### src/rtl/uart_msg_sequencer.sv
// Streams an N-byte message buffer into the uart transmit handshake, one-shot or periodic.
// Optional UART_MSG_CRLF_EN appends 8'h0D 8'h0A to every message.
module uart_msg_sequencer #(
    parameter int MSG_DEPTH     = 16,
    parameter int ADDR_W        = 4,
    parameter int PERIOD_CYCLES = 2097152,
    parameter int CNT_W         = 16
) (
    input  logic              clk,
    input  logic              rst_n,
    input  logic              cfg_we,
    input  logic [ADDR_W-1:0] cfg_addr,
    input  logic [7:0]        cfg_wdata,
    input  logic [ADDR_W:0]   msg_len,
    input  logic              periodic_en,
    input  logic              start,
    input  logic              tx_busy,
    output logic              tx_start,
    output logic [7:0]        tx_data,
    output logic              busy,
    output logic              done,
    output logic [CNT_W-1:0]  msg_count
);

    typedef enum logic [2:0] {
        IDLE,
        FETCH,
        STROBE,
        WAIT_HI,
        WAIT_LO,
        FINISH
    } state_t;

    localparam int PW = $clog2(PERIOD_CYCLES);
    localparam logic [PW-1:0] PER_LAST = PW'(PERIOD_CYCLES - 1);
    localparam logic [ADDR_W:0] DEPTH_L = (ADDR_W+1)'(MSG_DEPTH);
    localparam logic [ADDR_W:0] LEN_ONE = (ADDR_W+1)'(1);

    logic [7:0]        mem [MSG_DEPTH];
    logic [7:0]        rd_q;
    state_t            state;
    logic [ADDR_W-1:0] idx;
    logic [ADDR_W:0]   len;
    logic [PW-1:0]     per_cnt;
    logic              pend;
    logic              per_hit;
    logic              req;
    logic              last;
    logic [ADDR_W:0]   lat_len;

`ifdef UART_MSG_CRLF_EN
    // 0: buffer bytes, 1: CR, 2: LF
    logic [1:0] term;
`endif

    assign per_hit = periodic_en && (per_cnt == PER_LAST);
    assign req     = periodic_en ? per_hit : start;
    assign lat_len = (msg_len > DEPTH_L) ? DEPTH_L : msg_len;
    assign last    = ({1'b0, idx} == (len - LEN_ONE));

    always_ff @(posedge clk) begin
        if (cfg_we) begin
            mem[cfg_addr] <= cfg_wdata;
        end
        rd_q <= mem[idx];
    end

    always_ff @(posedge clk or negedge rst_n) begin
        if (!rst_n) begin
            state     <= IDLE;
            idx       <= '0;
            len       <= '0;
            per_cnt   <= '0;
            pend      <= 1'b0;
            tx_start  <= 1'b0;
            tx_data   <= 8'h00;
            busy      <= 1'b0;
            done      <= 1'b0;
            msg_count <= '0;
`ifdef UART_MSG_CRLF_EN
            term      <= 2'd0;
`endif
        end else begin
            tx_start <= 1'b0;
            done     <= 1'b0;

            if (periodic_en) begin
                per_cnt <= per_hit ? '0 : per_cnt + PW'(1);
            end else begin
                per_cnt <= '0;
            end

            unique case (state)
                IDLE: begin
                    // one request may wait here for the uart to go idle
                    if ((pend || req) && !tx_busy) begin
                        pend <= 1'b0;
                        len  <= lat_len;
                        busy <= 1'b1;
                        idx  <= '0;
                        if (lat_len == '0) begin
`ifdef UART_MSG_CRLF_EN
                            term  <= 2'd1;
                            state <= FETCH;
`else
                            state <= FINISH;
`endif
                        end else begin
                            state <= FETCH;
                        end
                    end else if (req) begin
                        pend <= 1'b1;
                    end
                end
                FETCH: begin
                    state <= STROBE;
                end
                STROBE: begin
`ifdef UART_MSG_CRLF_EN
                    if (term == 2'd1) begin
                        tx_data <= 8'h0D;
                    end else if (term == 2'd2) begin
                        tx_data <= 8'h0A;
                    end else begin
                        tx_data <= rd_q;
                    end
`else
                    tx_data <= rd_q;
`endif
                    tx_start <= 1'b1;
                    state    <= WAIT_HI;
                end
                WAIT_HI: begin
                    if (tx_busy) begin
                        state <= WAIT_LO;
                    end
                end
                WAIT_LO: begin
                    if (!tx_busy) begin
`ifdef UART_MSG_CRLF_EN
                        if (term == 2'd2) begin
                            term  <= 2'd0;
                            state <= FINISH;
                        end else if (term == 2'd1) begin
                            term  <= 2'd2;
                            state <= FETCH;
                        end else if (last) begin
                            term  <= 2'd1;
                            idx   <= '0;
                            state <= FETCH;
                        end else begin
                            idx   <= idx + ADDR_W'(1);
                            state <= FETCH;
                        end
`else
                        if (last) begin
                            idx   <= '0;
                            state <= FINISH;
                        end else begin
                            idx   <= idx + ADDR_W'(1);
                            state <= FETCH;
                        end
`endif
                    end
                end
                FINISH: begin
                    done      <= 1'b1;
                    msg_count <= msg_count + CNT_W'(1);
                    idx       <= '0;
                    busy      <= 1'b0;
                    state     <= IDLE;
                end
                default: begin
                    state <= IDLE;
                end
            endcase
        end
    end

endmodule

### config.mk
export PLATFORM = sky130hd
export DESIGN_NAME = uart_msg_sequencer
export DESIGN_NICKNAME = d
export VERILOG_FILES = /design/src/rtl/uart_msg_sequencer.sv
export SDC_FILE = /design/constraint.sdc
export NUM_CORES = 1
export LEC_CHECK = 0
export ABC_CLOCK_PERIOD_IN_PS = 3300
export BUFFER_PORTS_ARGS = -buffer_cell sky130_fd_sc_hd__clkbuf_2
export CAP_MARGIN = 20
export CELL_PAD_IN_SITES_DETAIL_PLACEMENT = 0
export CELL_PAD_IN_SITES_GLOBAL_PLACEMENT = 1
export CORE_AREA = 2 2 137 139
export CTS_BUF_LIST = sky130_fd_sc_hd__clkbuf_16
export DETAILED_ROUTE_END_ITERATION = 7
export DIE_AREA = 0 0 139 141
export PLACE_DENSITY = 0.72
export REMOVE_ABC_BUFFERS = 1
export SLEW_MARGIN = 20
export SYNTH_ARGS = -nofsm -noshare
export SYNTH_HDL_FRONTEND = slang
export SYNTH_SLANG_ARGS = --single-unit
### constraint.sdc
create_clock -name clk -period 3.3 [get_ports clk]
set_clock_uncertainty 0.15 [all_clocks]
set_input_delay 0.495 -clock clk [delete_from_list [all_inputs] [get_ports clk]]
set_output_delay 0.495 -clock clk [all_outputs]
set_load 0.01 [all_outputs]
-- Word-level counts from Yosys, hierarchy flattened
Memory sizes are Yosys's and may differ from the RTL's. A register that Yosys moved wholly into a read port is not among the register bits.
Index checks and enable logic that the tools add are counted.
- register bits after elaboration: 61
- bits in writable memories: 128
- input port bits: 23
- output and inout port bits: 27
- logic and storage cells: 62
- memories: 1
- add/sub/neg operators: 4
- order comparisons: 1
- eq/ne operators: 10
- muxes and demuxes: 22
- reductions and logical operators: 14
- memories (memory ; words ; bits a word ; read ports ; clocked after Yosys merged registers in ; write ports ; line ; source):
    mem ; 16 ; 8 ; 1 ; 1 ; 1 ; 39 ; logic [7:0] mem [MSG_DEPTH];
- operators with widths (operator ; number):
    two-way mux 21 bit ; 2
    adder 21 x 1 -> 21 bit, second input constant ; 1
    == test 21 bit, second input constant ; 1
    adder 16 x 1 -> 16 bit, second input constant ; 1
    two-way mux 3 bit ; 5
    one-hot mux 3 bit (5 select lines) ; 1
    two-way mux 4 bit ; 3
    one-hot mux 4 bit (3 select lines) ; 1
    two-way mux 1 bit ; 8
    == test 3 x 2 -> 1 bit, second input constant ; 2
    == test 3 bit, second input constant ; 2
    inequality test 2 bit, second input constant ; 3
    AND reduction 2 bit ; 3
    AND reduction 3 bit ; 2
    == test 4 x 5 -> 1 bit ; 1
    greater-than comparator 5 bit, second input constant ; 1
    logical NOT 5 bit ; 1
    two-way mux 5 bit ; 1
    subtractor 5 x 1 -> 5 bit, second input constant ; 1
    adder 4 x 1 -> 4 bit, second input constant ; 1
    nonzero test 2 bit ; 2
    == test 3 x 1 -> 1 bit, second input constant ; 1
    logical NOT 3 bit ; 1
    nonzero test 3 bit ; 1
    4 further kinds ; 5

-- Logic depth before layout (Yosys ltp)
Gate-level depths: netlist (run 1).
- word-level depth: 7
- depth in mapped cells: 7
- gate-level depth less buffers: 7

-- Worst setup path before layout (run 1)
No wires, ideal clock.
- path type: in2reg
- start point: input cfg_addr[2]
- end point: memory mem[0][0] (enable)
- library setup time: 383 ps
- arrival: 1605 ps
- data required time: 2767 ps
- setup slack: 1162 ps
- cell stages on the path: 2
- buffers on the path: 0
- path through: or3b_2 nor3_1
- RTL lines (item ; line ; source):
    start: declaration ; 12 ; input logic [ADDR_W-1:0] cfg_addr,
    end: declaration ; 39 ;
Straight into the memory's write port.

-- Worst setup path after layout (run 1)
- start point: register per_cnt[0]
- end point: register idx[0]
- cells in the longest elaborated chain, start to end: 7
- RTL lines (item ; line ; source):
    start: declaration ; 44 ; logic [PW-1:0] per_cnt;
    start signal: assignment ; 88 ; per_cnt <= per_hit ? '0 : per_cnt + PW'(1);
    == test 21 bit ; 56 ; assign per_hit = periodic_en && (per_cnt == PER_LAST);
    logical AND 1 bit ; 56 ;
    two-way mux 1 bit ; 57 ; assign req = periodic_en ? per_hit : start;
    logical OR 1 bit ; 96 ; if ((pend || req) && !tx_busy) begin
    logical AND 1 bit ; 96 ;
    inequality test 2 bit (no source line) ; n/a ;
    AND reduction 3 bit (no source line) ; n/a ;
    end signal: assignment ; 160 ; idx <= idx + ADDR_W'(1);
    end: declaration ; 42 ; logic [ADDR_W-1:0] idx;
Every way passes these cells.
A chain may end at the register's enable or synchronous reset.

==> metrics, run 1 <==
Slew Limit Headroom 42.7%; Avg Cell Area, Syn 16.9 µm²; gpl congestion 0.756; most frequent cells in the layout 128 x edfxtp_1, 60 x dfrtp_1, 49 x clkbuf_2; Post-DP HPWL 9990 µm; critical path data arrival time about 2.5 ns; CTS Hold Bufs 0; Max clock buf depth 2; dpl ws 0.997 ns; Hold Violations, Final 0; pwr/cell area 690 nW/µm²; Nets 569; Critical Path End Type flip-flop; Die X roughly 140 µm; post-CTS sizing 0; clk_lat worst skew 0.43 ns; critical path type flip-flop to flip-flop; xor/xnor share of the synthesized area 4.51%; Syn. warnings 0; DR vias 4214; ys async rst share 31.0%; Core Region 18300 µm²; synthesized instance count 470; Reg clk slew, reported paths 0.07 ns; CTS tree done; reg2reg start per_cnt[0]; row cnt 50; Worst EP required 3.46 ns; Worst Hold Class primary input to asynchronous set/reset pin; Remaining Overflow, GRT 0; R2R Setup Slk 1.01 ns; static leakage 3.42 nW; diodes inserted 0; setup tns final 0 ns; ys flop type edfxtp_1; Layout area overhead 15.8%; commonest non-fill, non-tap cell in the layout edfxtp_1; Finish-stage setup viols 0; number of top-level pins 50; crit-path max FO 6; Startpoint Class flip-flop; CTS Buf Count 17; die footprint 19600 µm²; number of synthesized flops with an enable pin 128; port buffer count 49; Post-Syn Area 7960 µm²; crit path time final 2.29 ns; vias in the first global route ~4300; reg2reg end idx[0]; Compound-Gate Fraction of Synth Area ~1.7%; Max Clock Freq roughly 440 MHz; status finished, final reports clean; worst r2r path cells 6; Max-cap violations 0; routed len/inst 18.9 µm; unrepaired setup endpoints after global routing false; largest family of logic cells by synthesized area multiplexers; CTS Sinks between 150 and 200; total wire length 14900 µm; Root Driver clkbuf_16; largest net degree at the start of global routing 34; Synth Area in Simple Gates 9.07%; antenna violations before repair 0; Synth cell types 49; DRT iter0 DRCs 379; first-pass GRT wire length 24200 µm; sequential share of the synthesized area around 69%; largest vdd supply drop 402 µV; drt first pass iters 4; CP startpoint per_cnt[0]; H-tree level count 4; starting density of the core 43.6%; Final Cycle Share between 60 and 70%; DR vias/cell 5.34; drt drc 0; postcts setup bufs 0; worst slew pin tran 0.860 ns; ANT nets after route 0; Synth Register Bits about 200; Die Y about 140 µm; Total GRT Usage 16.3%; Non-Filler Instances 789; Adder-Cell Fraction of Synth Area 0.628%; multiplexer area fraction after synthesis approximately 14%; Max Slew Vio Count 0; Placed Cells between 700 and 800; slack of the critical path 1.01 ns; fraction of layout cells with a size suffix above 1 29.0%
[state kept, by name, summed over array words and instances, names as in the netlist]
signal and cells:
done 1, tx_data 8, tx_start 1, rd_q 8
mem 128, len 5, busy 1, msg_count 16
state 3, per_cnt 21, idx 4, pend 1
[cell families (layout without fill, tap and decap cells)]
group                      after synthesis  in the layout
adders and majority gates                4              4
and+or+nand+nor                        133            133
buffers and inverters                   22            107
AOI/OAI and AO/OA                       18             18
DFF                                    197            197
xor gates and xnor gates                41             41
muxes                                   55             55
[area by class of cell]
class                   count  area, µm²
fillers                  1480       9040
flip-flops and latches    197       5530
multi-input cells         251       2340
clock buffers              17        425
repair buffers             68        413
well taps                 234        293
clock inverters            15        194
inverters                   7       26.3
[cells in the mapped netlist (all sizes together), types with 2 or more instances]
master	count	area share, %
and2	4	0.31
and3	7	0.57
and4	4	0.44
buf	6	0.39
clkbuf	9	0.42
dfrtp	61	19
dfxtp	8	2.0
edfxtp	128	48
ha	4	0.63
inv	7	0.33
mux2	13	2.0
mux2i	2	0.25
mux4	40	11
nand2	16	0.85
nand2b	8	0.63
nand3	12	0.75
nand3b	2	0.19
nand4	17	1.5
nor2	43	2.0
nor2b	4	0.31
nor3	7	0.44
nor4	3	0.42
o21ai	7	0.44
xnor2	27	3.0
xor2	14	1.5
[routing by layer]
layer	track usage (%)	part of all wire [%]
met4	4.94	0.95
met2	25.8	48
met3	4.14	4.9
met1	22.5	46
met5	0	0
[where the power goes]
part	total (W)	internal, W	switching [W]	leakage (nW)
sequential	0.00309	0.00286	0.000229	2.03
combinational	0.00118	0.000681	0.000500	1.09
clock	0.00210	0.00110	0.000998	0.299
[critical path, cell delays in order, from the launching register on]
cell	delay [ns]
dfrtp_1	0.43
ha_1	0.28
nand4_1	0.20
nor4_4	0.33
a41o_2	0.34
o21ai_0	0.14
mux2_2	0.31
[metrics by stage]
step	hold slack (ns)	utilization [%]	cell area [µm²]	total power [W]
5_1_grt	0.0622	50.5	9230	0.00668
6_report	0.0151	50.5	9230	0.00637
3_3_place_gp	0.299	47.1	8610	0.00433
4_1_cts	0.0240	50.5	9230	0.00646
2_1_floorplan	0.0494	-	7900	0.00395
3_5_place_dp	0.303	47.1	8610	0.00436
[how the worst max path moves through the flow]
stage / endpoint / slack (ns)
2_1_floorplan: rd_q[0] / 0.46
3_3_place_gp: rd_q[0] / 1.00
3_5_place_dp: rd_q[0] / 1.0
4_1_cts: rd_q[0] / 0.98
5_1_grt: idx[0] / 0.78
6_report: idx[0] / 1.01
Note: power is estimated with default switching activity, not from simulation.
==> run 2, diff against run 1 <==
- ABC_AREA: default -> 1
- ABC_CLOCK_PERIOD_IN_PS: 3300 -> 2000
- CORE_AREA: 2 2 137 139 -> 2 2 143 145
- DIE_AREA: 0 0 139 141 -> 0 0 145 147
- PLACE_DENSITY: 0.72 -> 0.77
- clock period: 3.3 -> 2 ns (I/O delays scaled with it)
==> metrics, run 2 <==
Max Clock Freq 527 MHz (+21%); area leader, netlist edfxtp_1; GR peak layer met2; largest net degree at the start of global routing 62 (+82%); unrepaired setup endpoints after global routing true; row cnt 52 (+4.0%); CTS Buf Count 17 (unchanged); ANT nets after route 0 (unchanged); Slew Limit Headroom 72.6% (+30 points); Syn. warnings 0 (unchanged); routed len/inst 15.2 µm (-20%); CP Cell Sequence ha_2, nand2_2, nor2_4, nand2_4, inv_2, nand2_2, inv_2, nand3_4, o21ai_4, inv_4, nand3b_1, inv_1; Buf/Inv on CP 4 (+4); Die Y 147 µm (+4.3%); largest cells by area after synthesis edfxtp_1 45%, dfrtp_1 18%, nand2_1 5.2%, mux2i_1 3.8%, inv_1 3.4%; top cell type's share of synthesized area 45.1% (-3.1 points); commonest non-fill, non-tap cell in the layout edfxtp_1; gpl congestion 0.816 (+7.9%); largest vdd supply drop 638 µV (+59%); Crit-path slowest cell dfrtp_1; largest register by flop count mem; Flop pwr share 47.1% (-1.4 points); drt first pass iters 5 (+1); CP top delay family simple AND/OR/NAND/NOR gates; CTS tree done; combinational share of power 20.9% (+2.4 points); Layout area overhead 17.7%; Remaining Overflow, GRT 0 (unchanged); H-tree level count 4 (unchanged); critical path data arrival time 2.08 ns (-0.37 ns); Final Cycle Share 94.8% (+26 points); NetSw 0.00329 W (+91%); Worst EP required 2.18 ns (-1.28 ns); Critical Path End Type flip-flop; top post-synthesis cells by count 128 x edfxtp_1, 118 x nand2_1, 78 x inv_1, 61 x dfrtp_1, 51 x nor2_1; drt drc 0 (unchanged); die footprint 21300 µm² (+8.8%); Startpoint Class flip-flop; Post-Syn Area 8520 µm² (+7.0%); Total GRT Usage 16.7% (+0.38 points); Worst Hold Class primary input to flip-flop; synthesized instance count 750 (+60%); first-pass GRT wire length 27900 µm (+15%); status finished, final reports clean; max FFs per register 128 (unchanged); clk_lat worst skew 0.45 ns (+0.02 ns); Core Region 19800 µm² (+8.6%); Max Slew Vio Count 0 (unchanged); Pint 0.00724 W (+56%); sequential share of the synthesized area 64.9% (-4.5 points); Avg Cell Area, Syn 11.4 µm² (-33%); worst slew pin tran 0.410 ns (-0.449 ns); antenna violations before repair 0 (unchanged); Finish-stage setup viols 0 (unchanged); DRT iter0 DRCs 393 (+3.7%); ys async rst share 31.0% (unchanged); Crit. path cell count 12 (+6); Synth Register Bits 197 (unchanged); Post-DP HPWL 11600 µm (+16%); number of synthesized flops with an enable pin 128 (unchanged); starting density of the core 42.9% (-0.67 points); static leakage 4.03 nW (+18%); Reg clk slew, reported paths 0.08 ns (about the same); critical path type flip-flop to flip-flop; crit-path max FO 7 (+1); total wire length 17000 µm (+14%); diodes inserted 0 (unchanged); Max-cap violations 0 (unchanged); ys flop type edfxtp_1; most frequent cells in the layout 128 x edfxtp_1, 115 x nand2_1, 78 x inv_1; vias in the first global route 5278 (+22%); port buffer count 49 (unchanged); Nets 863 (+52%); met3 usage 3.54% (-0.60 points); DR vias 5416 (+29%); met2 GRT Util 25.6% (-0.23 points); most common cell in the netlist edfxtp_1; setup tns final 0 ns (unchanged); Max stage delay on crit path 0.41 ns (-0.02 ns); met1 usage 24.2% (+1.7 points); Synth cell types 41 (-16%); worst r2r path cells 12 (+6); Largest regs mem x128, per_cnt x21, msg_count x16; CTS Sinks 197 (unchanged); Hold Violations, Final 0 (unchanged); Total Power 0.0105 W (+65%); Root Driver clkbuf_16; Clock Power Share 32.0% (-0.9 points); crit path time final 1.90 ns (-0.390 ns); Max clock buf depth 2 (unchanged); DR vias/cell 4.84 (-9.4%); pwr/cell area 1050 nW/µm² (+52%); number of top-level pins 50 (unchanged); Net Sw Frac 31.2% (+4.1 points); worst hold path cell count 3; Die X 145 µm (+4.3%); fraction of layout cells with a size suffix above 1 19.6% (-9.5 points)
[run 2: cell types whose count changed in the layout (fill, tap and decap cells not counted), moves of 14 or more]
cell      before  now
nand3_1       12   32
nand2_1       15  115
xnor2_1       27   10
o211ai_1       0   33
buf_4         17   31
mux4_2        40    0
mux2i_1        2   32
inv_1          7   78
o21ai_0        7   46
a21oi_1        1   37
[run 2: cells by family after synthesis]
logic type	count (synthesis)	share of synthesized area (%)
AOI/OAI and AO/OA	124	8.71
muxes	32	3.76
DFF	197	64.9
and+or+nand+nor	257	14.4
xor gates and xnor gates	24	2.47
buffers and inverters	112	5.19
adders and majority gates	4	0.588
[run 2: area by class of cell]
type / count / area (µm²)
Clock buffer: 17 / 425
Inverter: 89 / 337
Multi-Input combinational cell: 441 / 2570
Sequential cell: 197 / 5530
Clock inverter: 15 / 186
Timing Repair Buffer: 90 / 628
Tap cell: 270 / 338
Fill cell: 1784 / 9820
[run 2: power by group through the flow]
stage	combinational [W]	clock [W]	sequential (W)
2_1_floorplan	0.00130	0	0.00519
3_3_place_gp	0.00217	0	0.00505
3_5_place_dp	0.00220	0	0.00505
4_1_cts	0.00222	0.00344	0.00496
5_1_grt	0.00251	0.00361	0.00501
6_report	0.00220	0.00337	0.00496
[run 2: final timing paths]
path                                  from           to  slack (ns)
worst min register to register     rd_q[2]   tx_data[2]        0.28
worst max-delay path            per_cnt[0]   per_cnt[5]        0.10
max in group asynchronous            rst_n       idx[0]        1.12
worst max register to register  per_cnt[0]   per_cnt[5]        0.10
worst min-delay path            msg_len[2]       len[2]        0.05
min in group asynchronous            rst_n  per_cnt[14]        0.24
[run 2: worst reg2reg max path, stage by stage (launching register included)]
cell and delay, ns:
dfrtp_1 0.41, ha_2 0.22, nand2_2 0.08, nor2_4 0.13
nand2_4 0.07, inv_2 0.06, nand2_2 0.06, inv_2 0.08
nand3_4 0.07, o21ai_4 0.24, inv_4 0.08, nand3b_1 0.09
inv_1 0.04
[run 2: per-layer routing]
metal  wire length (µm)  vias to the layer above
met5                  0                        -
met4                229                        0
met3                670                       20
met2               7590                      100
met1               8480                     2547
li1                   -                     2749
[run 2: per-stage QoR]
stage | std cells | worst slack (ns) | area [µm²] | util, % | hold WS, ns
after floorplan | 727 | -1.20 | 8410 | - | -0.146
after global placement | 1079 | 0.168 | 9310 | 46.9 | 0.191
after detailed placement | 1079 | 0.116 | 9310 | 46.9 | 0.191
after CTS | 1116 | 0.0952 | 9970 | 50.2 | 0.0157
after global routing | 1119 | -0.0264 | 10000 | 50.5 | 0.0425
final | 1119 | 0.104 | 10000 | 50.5 | 0.0457
[run 2: what timing repair did]
action / 4_1_cts / 5_1_grt
hold buffers: 5 / 0
setup buffers: 0 / 3
gates resized for setup: 0 / 8
setup endpoints to repair: 0 / 17
hold endpoints to repair: 65 / 0
